**src/rtl/traffic_pkg.sv**
```systemverilog
// Shared phase encodings and lamp codes for the intersection controller.
package traffic_pkg;

    // Controller phases in cycle order; encoding 3'd7 is unused.
    typedef enum logic [2:0] {
        RED2   = 3'd0,
        MAIN_G = 3'd1,
        MAIN_Y = 3'd2,
        RED1   = 3'd3,
        WALK   = 3'd4,
        SIDE_G = 3'd5,
        SIDE_Y = 3'd6
    } state_e;

    // Lamp codes, {red,yellow,green}, one-hot.
    localparam logic [2:0] LAMP_RED = 3'b100;
    localparam logic [2:0] LAMP_YEL = 3'b010;
    localparam logic [2:0] LAMP_GRN = 3'b001;

endpackage

```
**src/rtl/phase_timer.sv**
```systemverilog
// Loadable down-counter timing each controller phase; holds at zero.
module phase_timer #(
    parameter int unsigned       W       = 4,
    parameter logic [W-1:0]      RST_VAL = '0
) (
    input  logic         clk,
    input  logic         rst_n,
    input  logic         load_i,
    input  logic [W-1:0] load_val_i,
    output logic [W-1:0] count_o,
    output logic         zero_o
);

    logic [W-1:0] cnt_q;

    // Reload on strobe, otherwise count down towards zero.
    always_ff @(posedge clk or negedge rst_n) begin
        if (!rst_n) begin
            cnt_q <= RST_VAL;
        end else if (load_i) begin
            cnt_q <= load_val_i;
        end else if (cnt_q != '0) begin
            cnt_q <= cnt_q - 1'b1;
        end
    end

    assign count_o = cnt_q;
    assign zero_o  = (cnt_q == '0);

endmodule

```
**src/rtl/walk_service_ctrl.sv**
```systemverilog
// Intersection phase controller serving latched pedestrian requests with an
// all-red WALK phase. Optional macro WALK_FLASH_EN flashes the walk lamps
// during the last FLASH_T cycles of WALK.
module walk_service_ctrl
    import traffic_pkg::*;
#(
    parameter int unsigned TIMER_W = 4,
    parameter int unsigned GREEN_T = 8,
    parameter int unsigned SIDE_T  = 5,
    parameter int unsigned YEL_T   = 3,
    parameter int unsigned RED_T   = 2,
    parameter int unsigned WALK_T  = 6,
    parameter int unsigned FLASH_T = 2
) (
    input  logic       clk,
    input  logic       g_reset,
    input  logic       WR_Out_1,
    input  logic       WR_Out_2,
    output logic       WR_Reset,
    output logic [2:0] Main_Lights,
    output logic [2:0] Side_Lights,
    output logic       Walk_1,
    output logic       Walk_2
);

    localparam logic [TIMER_W-1:0] RED_LD   = TIMER_W'(RED_T - 1);
    localparam logic [TIMER_W-1:0] GREEN_LD = TIMER_W'(GREEN_T - 1);
    localparam logic [TIMER_W-1:0] SIDE_LD  = TIMER_W'(SIDE_T - 1);
    localparam logic [TIMER_W-1:0] YEL_LD   = TIMER_W'(YEL_T - 1);
    localparam logic [TIMER_W-1:0] WALK_LD  = TIMER_W'(WALK_T - 1);

    if (FLASH_T >= WALK_T) begin : g_bad_flash_t
        $error("FLASH_T must be smaller than WALK_T");
    end

    state_e             state_q, state_d;
    logic [1:0]         snap_q, snap_d;
    logic               wr_reset_q, wr_reset_d;
    logic [1:0]         req;
    logic               snap_now;
    logic               illegal;
    logic               tmr_load;
    logic [TIMER_W-1:0] tmr_load_val;
    logic [TIMER_W-1:0] tmr_count;
    logic               tmr_zero;
    logic               walk_on;

    assign req      = {WR_Out_2, WR_Out_1};
    assign snap_now = (state_q == RED1) && tmr_zero;

    phase_timer #(
        .W       (TIMER_W),
        .RST_VAL (RED_LD)
    ) u_timer (
        .clk        (clk),
        .rst_n      (g_reset),
        .load_i     (tmr_load),
        .load_val_i (tmr_load_val),
        .count_o    (tmr_count),
        .zero_o     (tmr_zero)
    );

    // Snapshot and clear-pulse are taken on the last RED1 cycle, so the
    // pulse lands exactly on the first WALK cycle.
    always_comb begin
        snap_d     = snap_now ? req : snap_q;
        wr_reset_d = snap_now && (req != 2'b00);
    end

    // State, request snapshot and WR_Reset registers.
    always_ff @(posedge clk or negedge g_reset) begin
        if (!g_reset) begin
            state_q    <= RED2;
            snap_q     <= 2'b00;
            wr_reset_q <= 1'b0;
        end else begin
            state_q    <= state_d;
            snap_q     <= snap_d;
            wr_reset_q <= wr_reset_d;
        end
    end

    // Next-state selection and timer reload on every phase change.
    always_comb begin
        state_d = state_q;
        illegal = 1'b0;
        case (state_q)
            RED2:    if (tmr_zero) state_d = MAIN_G;
            MAIN_G:  if (tmr_zero) state_d = MAIN_Y;
            MAIN_Y:  if (tmr_zero) state_d = RED1;
            RED1:    if (tmr_zero) state_d = (req != 2'b00) ? WALK : SIDE_G;
            WALK:    if (tmr_zero) state_d = SIDE_G;
            SIDE_G:  if (tmr_zero) state_d = SIDE_Y;
            SIDE_Y:  if (tmr_zero) state_d = RED2;
            default: begin
                state_d = RED2;
                illegal = 1'b1;
            end
        endcase
        tmr_load = tmr_zero || illegal;
        case (state_d)
            MAIN_G:  tmr_load_val = GREEN_LD;
            MAIN_Y:  tmr_load_val = YEL_LD;
            WALK:    tmr_load_val = WALK_LD;
            SIDE_G:  tmr_load_val = SIDE_LD;
            SIDE_Y:  tmr_load_val = YEL_LD;
            default: tmr_load_val = RED_LD;
        endcase
    end

`ifdef WALK_FLASH_EN
    logic [TIMER_W-1:0] flash_idx;

    // Timer counts down through WALK; the flash window is its low FLASH_T
    // values, with the first flash cycle (index 0) off.
    always_comb begin
        flash_idx = TIMER_W'(FLASH_T - 1) - tmr_count;
        walk_on   = (tmr_count >= TIMER_W'(FLASH_T)) || flash_idx[0];
    end
`else
    // Walk lamps are steady for the whole WALK phase.
    always_comb begin
        walk_on = 1'b1;
    end
`endif

    // Lamp decode from the registered phase only.
    always_comb begin
        Main_Lights = LAMP_RED;
        Side_Lights = LAMP_RED;
        Walk_1      = 1'b0;
        Walk_2      = 1'b0;
        case (state_q)
            MAIN_G: Main_Lights = LAMP_GRN;
            MAIN_Y: Main_Lights = LAMP_YEL;
            SIDE_G: Side_Lights = LAMP_GRN;
            SIDE_Y: Side_Lights = LAMP_YEL;
            WALK: begin
                Walk_1 = snap_q[0] && walk_on;
                Walk_2 = snap_q[1] && walk_on;
            end
            default: ;
        endcase
    end

    assign WR_Reset = wr_reset_q;

endmodule

```
**config.mk**
```make
export PLATFORM = sky130hd
export DESIGN_NAME = walk_service_ctrl
export DESIGN_NICKNAME = d
export VERILOG_FILES = /design/src/rtl/traffic_pkg.sv /design/src/rtl/phase_timer.sv /design/src/rtl/walk_service_ctrl.sv
export SDC_FILE = /design/constraint.sdc
export NUM_CORES = 1
export LEC_CHECK = 0
export ABC_AREA = 1
export CAP_MARGIN = 20
export CORE_AREA = 2 2 39 41
export DETAILED_ROUTE_END_ITERATION = 6
export DIE_AREA = 0 0 41 43
export GPL_ROUTABILITY_DRIVEN = 1
export PLACE_DENSITY_LB_ADDON = 0.3
export SLEW_MARGIN = 0
export SYNTH_ARGS = -nofsm -noshare
export SYNTH_HDL_FRONTEND = slang
export SYNTH_HIERARCHICAL = 1
export SYNTH_SLANG_ARGS = --single-unit
export TNS_END_PERCENT = 10
```
**constraint.sdc**
```tcl
create_clock -name clk -period 5.23 [get_ports clk]
set_input_delay 0.7845 -clock clk [delete_from_list [all_inputs] [get_ports clk]]
set_output_delay 0.7845 -clock clk [all_outputs]
set_load 0.02 [all_outputs]
```
# After elaboration in Yosys (flattened, before gate mapping)
# Cells that the tools add are included.
# totals
ff_bits,10
inputBits,4
output_inout_bits,9
wordCells,43
# op_classes
add_sub_neg,1
n_eq_ne,11
muxes,17
n_reduce_logical,10
# op_table
op,n
$mux 3,7
$pmux 3 s7,1
$eq 3x3->1 const B,6
$pmux 3 s2,2
$pmux 3 s4,1
$eq 3x2->1 const B,3
$mux 4,2
$reduce_or 7->1,1
$eq 3x1->1 const B,2
$logic_not 4->1,1
$mux 1,4
$reduce_bool 2->1,2
$reduce_bool 4->1,1
$sub 4x1->4 const B,1
$logic_not 3->1,1
$logic_and 1x1->1,2
$reduce_or 2->1,1
$logic_or 1x1->1,1

# Depth between registers and ports, before layout
# Gate-level depths: netlist of run 1.
# logic_depth
word_depth,8
ltp_mapped,15
ltp_nobuf,15

# Modules after synthesis
# Netlist of run 1, hierarchy kept.
# by_module_without_submodules
module,n_inst,cells_each,area_each_um2,seq_area_each_um2
walk_service_ctrl,1,58,392.9,150.1
phase_timer,1,34,244.0,101.3

# Worst setup path after synthesis of run 1
# Ideal clock, no wire load.
# synth_path
path_kind,reg2reg
startpoint,"register u_timer.cnt_q[0], in the netlist u_timer/count_o[0]"
endpoint,"register u_timer.cnt_q[1], in the netlist u_timer/count_o[1]"
setup_ns,0.126
t_arrival_ns,1.700
required_ns,5.104
slack_ns,3.404
path_stages_with_launch,14
n_path_buf,0
period_less_slack_ns,1.826
path_cell_list,dfstp_2 -> inv_1 -> ha_1 -> nand2_1 -> inv_1 -> o21ai_1 -> nand2_1 -> nand2_2 -> nand3b_1 -> nand2_1 -> nand2_1 -> o21ai_0 -> nand2_1 -> o21ai_0
# synth_between
elab_chain_len,7
elab_cells_between_ends,22
classes_between,add/sub (1); eq/ne (5); mux (11); reduce/logical (5)
# synth_lines
element,line_no,rtl
"start, declared",phase_timer.sv:14,logic [W-1:0] cnt_q;
"start signal, assigned",phase_timer.sv:21,cnt_q <= load_val_i;
"start signal, assigned",phase_timer.sv:23,cnt_q <= cnt_q - 1'b1;
$logic_not 4->1 *,phase_timer.sv:28,assign zero_o = (cnt_q == '0);
via tmr_zero,walk_service_ctrl.sv:45,logic tmr_zero;
$mux 3 (tied with other cells),walk_service_ctrl.sv:94,SIDE_Y: if (tmr_zero) state_d = RED2;
$pmux 3 s7 *,walk_service_ctrl.sv:87,case (state_q)
via state_d[2],walk_service_ctrl.sv:36,"state_e state_q, state_d;"
$eq 3x3->1 or $eq 3x2->1 (tied branches),walk_service_ctrl.sv:101,case (state_d)
$reduce_or 2->1 (no line),--,
$pmux 3 s4 *,walk_service_ctrl.sv:101,
via tmr_load_val[1],walk_service_ctrl.sv:43,logic [TIMER_W-1:0] tmr_load_val;
$mux 4 *,phase_timer.sv:20,end else if (load_i) begin
# Mark *: on every way through the listed nets, which the timed path passes. The rest lies on a longest branch. The select of a mux whose other input is x is not followed.
# A chain may end at the register's enable or synchronous reset.

# Worst setup path in the final report of run 1
# layout_path
startpoint,register state_q[0]
endpoint,output Walk_2
# layout_between
elab_chain_len,2
# layout_lines
element,line_no,rtl
"start, declared",walk_service_ctrl.sv:36,
"start signal, assigned",walk_service_ctrl.sv:77,state_q <= state_d;
$eq 3x3->1,walk_service_ctrl.sv:133,case (state_q)
$mux 1,walk_service_ctrl.sv:133,
"end, declared",walk_service_ctrl.sv:23,output logic Walk_2
# No other way between the ends.

==> impl_metrics.ini, run 1 <==
[status]
run_status = complete, no violations

[global_route]
grt_overflow = 0
global_route_wire_length_before_repair_um = 2010
globalRouteMet3Util = 0.0314
use_met2 = 0.266
antenna_found_initial = 0
highest_utilization_routing_layer_at_the_global_route_stage = met2
first_global_vias = 494
global_route.usage.total = 0.172
grt_max_degree = 11
met1_usage = 0.213

[timing]
final_cycle_share = 0.475
fmaxAchievable_mhz = 403
finalWorstSetupSlack_ns = 2.75
fin_setup_tns_ns = 0
setup_clock_skew_after_layout_ns = 0.00478
max-slew-margin-rel = 0.533
max_slew.worst_pin.slew_ns = 0.693
grt_setup_unrepaired = false
fin_worst_hold_slack_ns = 0.559
crit_path_time_final_ns = 2.48
slew_viol_final = 0
hold_viol = 0
finalSetupViolations = 0

[power_and_ir_drop]
power.ir.vdd_worst_v = 0.000279
leakage_power_total_nw = 0.409
p_per_cell_area_mw_per_mm2 = 662

[cells_and_area]
layout.cells.most_common_list = nand2_1 (26), inv_1 (16), clkdlybuf4s50_1 (12)
sequential_cell_area_um2 = 251
fillCellCount = 149
final_cell_area_um2 = 813
layout_commonest_cell = nand2_1
final_net_count = 114
multi_input_area_um2 = 318
finish.utilization = 0.588
area_growth_pct = 27.7
n_antenna_cell = 0
post_route_cells_drive_above_1_share = 0.130

[route]
drtIter0Drc = 8
drt_drc_violations_left = 0
via_count = 589
detail_route.vias_per_cell = 4.75
drt-pass1-iter-count = 4
ant_nets = 0
postRouteWirelength_um = 1190
route.detailed.wl_per_inst_um = 9.58

[cts]
cts_inserted_buffers = 3
clk_pin_slew_ns = 0.06
cts_buffer_depth = 2
tritoncts = done
clockRootBuffer = clkbuf_4
clkSinkCount = 10
cts.repair_timing.setup_buffer_count = 0
cts_hold_buffers = 0
clkLatencyLatePin_ns = 0.26
post_cts.resized_instances = 0
cts_max_level = 1

[worst_setup_path]
startpoint_type = flip-flop
critPathKind = reg2out
worstPathMaxFanout = 6
worstPathArrival_ns = 1.70
crit_required_ns = 4.45
worstSetupEndpointType = primary output
reg2reg_slack_ns = 3.21

[hold_path]
worstHoldPathType = reg2reg

[floorplan]
num_rows = 14
die-area_mm2 = 0.00176
start_util = 0.460
fp.dieH_um = 43
placeableCoreArea_mm2 = 0.00138
pin_count = 13
fp.dieW_um = 41

[placed_design]
postPlaceCellArea_um2 = 777
placement.io_buffers = 12
globalplace.congestion = 0.735
dp_hpwl_um = 938
preCtsSetupSlack_ns = 3.03

[run]
cap_violations = 0

[yosys]
mappedNetlistNets = 97
synth.yosys.warnings = 6
post_synthesis_cell_area_um2 = 637
ys_seq_elements = 10
avgSynthCellArea_um2 = 6.92
synth_sequential_area_ratio = 0.395
yosysUniqueCellTypes = 21
netlist_instances = 92
==> critical path, cell delays in order, from the launching register on <==
cell and delay [ns]:
dfrtp_1 0.45, inv_1 0.14, nand3_1 0.12, nor2_1 0.11, clkdlybuf4s50_1 0.61
==> kinds of logic after synthesis <==
kind of cell / after synthesis / share of synthesized area
xor+xnor: 1 / 0.0138
simple gates: 48 / 0.348
flops: 10 / 0.395
buf+inv: 18 / 0.106
compound gates: 13 / 0.112
other cells: 1 / 0.00589
fa+ha+maj: 1 / 0.0196
==> where the power goes <==
group / total (mW) / internal (mW) / switching [mW]
clock network: 0.0686 / 0.0423 / 0.0263
logic: 0.320 / 0.126 / 0.194
registers: 0.150 / 0.118 / 0.0325
==> per-layer routing <==
layer  part of all wire  vias up
li1                   -      312
met1               0.43      257
met2               0.48       16
met3              0.066        4
met4              0.026        0
met5                  0        -
==> flip-flops by register name (all words and copies together), names as in the netlist <==
signal,cells
state_q,3
u_timer/count_o,4
snap_q,2
WR_Reset,1
==> final timing paths <==
check	from	cells after the start	end
max	state_q[0]	4	Walk_2
min reg2reg	snap_q[1]	2	snap_q[1]
max reg2reg	u_timer/count_o[0]	14	u_timer/count_o[0]
min	snap_q[1]	2	snap_q[1]
max in group asynchronous	g_reset	1	u_timer/count_o[0]
min in group asynchronous	g_reset	1	state_q[2]
==> synth_stat cells (all sizes together) <==
cell	n	area [µm²]
o21ai	9	45.0
nand3b	2	15.0
conb	1	3.75
dfrtp	9	225
inv	18	67.6
o21a	1	7.51
xnor2	1	8.76
nand3	5	30.0
dfstp	1	26.3
a21oi	3	18.8
nand2	29	121
nor2	12	55.1
ha	1	12.5
==> through the flow <==
stage	cells	power, mW
after floorplan	92	0.386
after global placement	120	0.465
after detailed placement	120	0.472
after CTS	124	0.544
after global routing	124	0.605
final	124	0.539
==> final cells by class <==
cell class / count / share of cell area
flip-flops and latches: 10 / 0.309
multi-input cells: 64 / 0.391
clock buffers: 4 / 0.0446
repair buffers: 12 / 0.148
well taps: 16 / 0.0246
inverters: 18 / 0.0831
(Power assumes the default switching activity.)
==> inputs of run 2 (changes only) <==
- CORE_AREA: 2 2 39 41 -> 2 2 40 42
- DIE_AREA: 0 0 41 43 -> 0 0 42 44
- clock period: 5.23 -> 2.35 ns (I/O delays scaled with it)
==> impl_metrics.ini, run 2 (synthesis results as in run 1) <==
[power_and_ir_drop]
p_seq_frac = 0.279
leakage_power_total_nw = 0.409
power.ir.vdd_worst_v = 0.000679
power.switching_fraction = 0.474
cellInternalPower_mw = 0.637
finalPower_mw = 1.21
p_per_cell_area_mw_per_mm2 = 1490
share_clk_of_total_power = 0.132
switching_power_mw = 0.573
combinationalPowerShare = 0.590

[route]
drt-pass1-iter-count = 4
postRouteWirelength_um = 1240
detail_route.vias_per_cell = 4.79
drtIter0Drc = 8
ant_nets = 0
via_count = 594
route.detailed.wl_per_inst_um = 10.0
drt_drc_violations_left = 0

[worst_setup_path]
critPathKind = reg2reg
setup.worst_path.end = u_timer/count_o[1]
critPathTopFamily = simple AND/OR/NAND/NOR gates
worstPathArrival_ns = 2.20
critical_path.cell_chain = inv_1 -> ha_1 -> nand2_1 -> inv_1 -> o21ai_1 -> nand2_1 -> nand2_2 -> nand3b_1 -> nand2_1 -> nand2_1 -> o21ai_0 -> nand2_1 -> o21ai_0
startpoint_type = flip-flop
critPathSlowestCell = dfstp_2
reg2reg_slack_ns = 0.30
worstPathMaxFanout = 4
worstSetupEndpointType = flip-flop
origin_of_the_critical_flop_to_flop_path = u_timer/count_o[0]
worst_r2r_endpoint = u_timer/count_o[1]
timing.critical_path.mode_cell = nand2_1
r2r.worst_path.cells = 13
path_buf_inv = 2
critical_path_depth = 13
crit_required_ns = 2.50
cp_slowest_stage_delay_ns = 0.53
worstSetupStartpoint = u_timer/count_o[0]

[timing]
slew_viol_final = 0
hold_viol = 0
finalSetupViolations = 0
fin_setup_tns_ns = 0
max-slew-margin-rel = 0.552
max_slew.worst_pin.slew_ns = 0.665
setup_clock_skew_after_layout_ns = 0.00192
fmaxAchievable_mhz = 488
final_cycle_share = 0.872
crit_path_time_final_ns = 2.05
grt_setup_unrepaired = false

[cells_and_area]
fillCellCount = 140
max_reg_flops = 4
final_net_count = 114
layout.cells.most_common_list = nand2_1 (26), inv_1 (16), clkdlybuf4s50_1 (12)
multi_input_area_um2 = 318
sequential_cell_area_um2 = 251
n_antenna_cell = 0
layout_commonest_cell = nand2_1
post_route_cells_drive_above_1_share = 0.130
area_growth_pct = 27.7

[floorplan]
placeableCoreArea_mm2 = 0.00142
start_util = 0.449
num_rows = 14
die-area_mm2 = 0.00185
pin_count = 13
fp.dieH_um = 44
fp.dieW_um = 42

[cts]
cts.repair_timing.setup_buffer_count = 0
clkSinkCount = 10
post_cts.resized_instances = 0
cts_inserted_buffers = 3
cts_hold_buffers = 0
tritoncts = done
cts_max_level = 1
clkLatencyLatePin_ns = 0.27
clk_pin_slew_ns = 0.07
clockRootBuffer = clkbuf_4
cts_buffer_depth = 2

[global_route]
global_route.usage.total = 0.160
grt_max_degree = 11
global_route_wire_length_before_repair_um = 2140
antenna_found_initial = 0
first_global_vias = 526
grt_overflow = 0

[hold_path]
worstHoldPathType = in2async

[run]
cap_violations = 0

[placed_design]
placement.io_buffers = 12
dp_hpwl_um = 971
globalplace.congestion = 0.782

[status]
run_status = complete, no violations
run 2: stage by stage:
stage	std cells	instance area, µm²	hold WS [ns]	utilization	setup slack (ns)
floorplan	92	637	0.0569	-	0.524
global placement	120	777	0.532	0.548	0.357
detailed placement	120	777	0.532	0.548	0.324
CTS	124	813	0.415	0.573	0.301
global route	124	813	0.421	0.573	0.101
finish	124	813	0.400	0.573	0.300
run 2: layout make-up:
class,count,share of cell area
Clock buffer,4,0.0446
Inverter,18,0.0831
Multi-Input combinational cell,64,0.391
Sequential cell,10,0.309
Tap cell,16,0.0246
Timing Repair Buffer,12,0.148
run 2: worst min path at each step:
stage | slack (ns) | cells past startpoint | endpoint | from
3_5_place_dp | 0.53 | 2 | snap_q[1] | snap_q[1]
3_3_place_gp | 0.53 | 2 | snap_q[0] | snap_q[0]
4_1_cts | 0.42 | 1 | WR_Reset | g_reset
5_1_grt | 0.42 | 1 | WR_Reset | g_reset
2_1_floorplan | 0.06 | 0 | WR_Reset | g_reset
6_report | 0.40 | 1 | snap_q[1] | g_reset
run 2: routing by layer:
metal / vias up / GRT usage / share of wire
met5: - / 0 / 0
met4: 0 / 0.0968 / 0.023
met3: 4 / 0.0583 / 0.052
met2: 14 / 0.263 / 0.47
met1: 267 / 0.179 / 0.45
li1: 309 / - / -
run 2: power by group through the flow:
stage | clock network (mW) | registers, mW | logic (mW)
global placement | 0 | 0.336 | 0.700
floorplan | 0 | 0.326 | 0.533
global route | 0.174 | 0.350 | 0.808
CTS | 0.162 | 0.337 | 0.716
finish | 0.159 | 0.337 | 0.713
detailed placement | 0 | 0.339 | 0.714
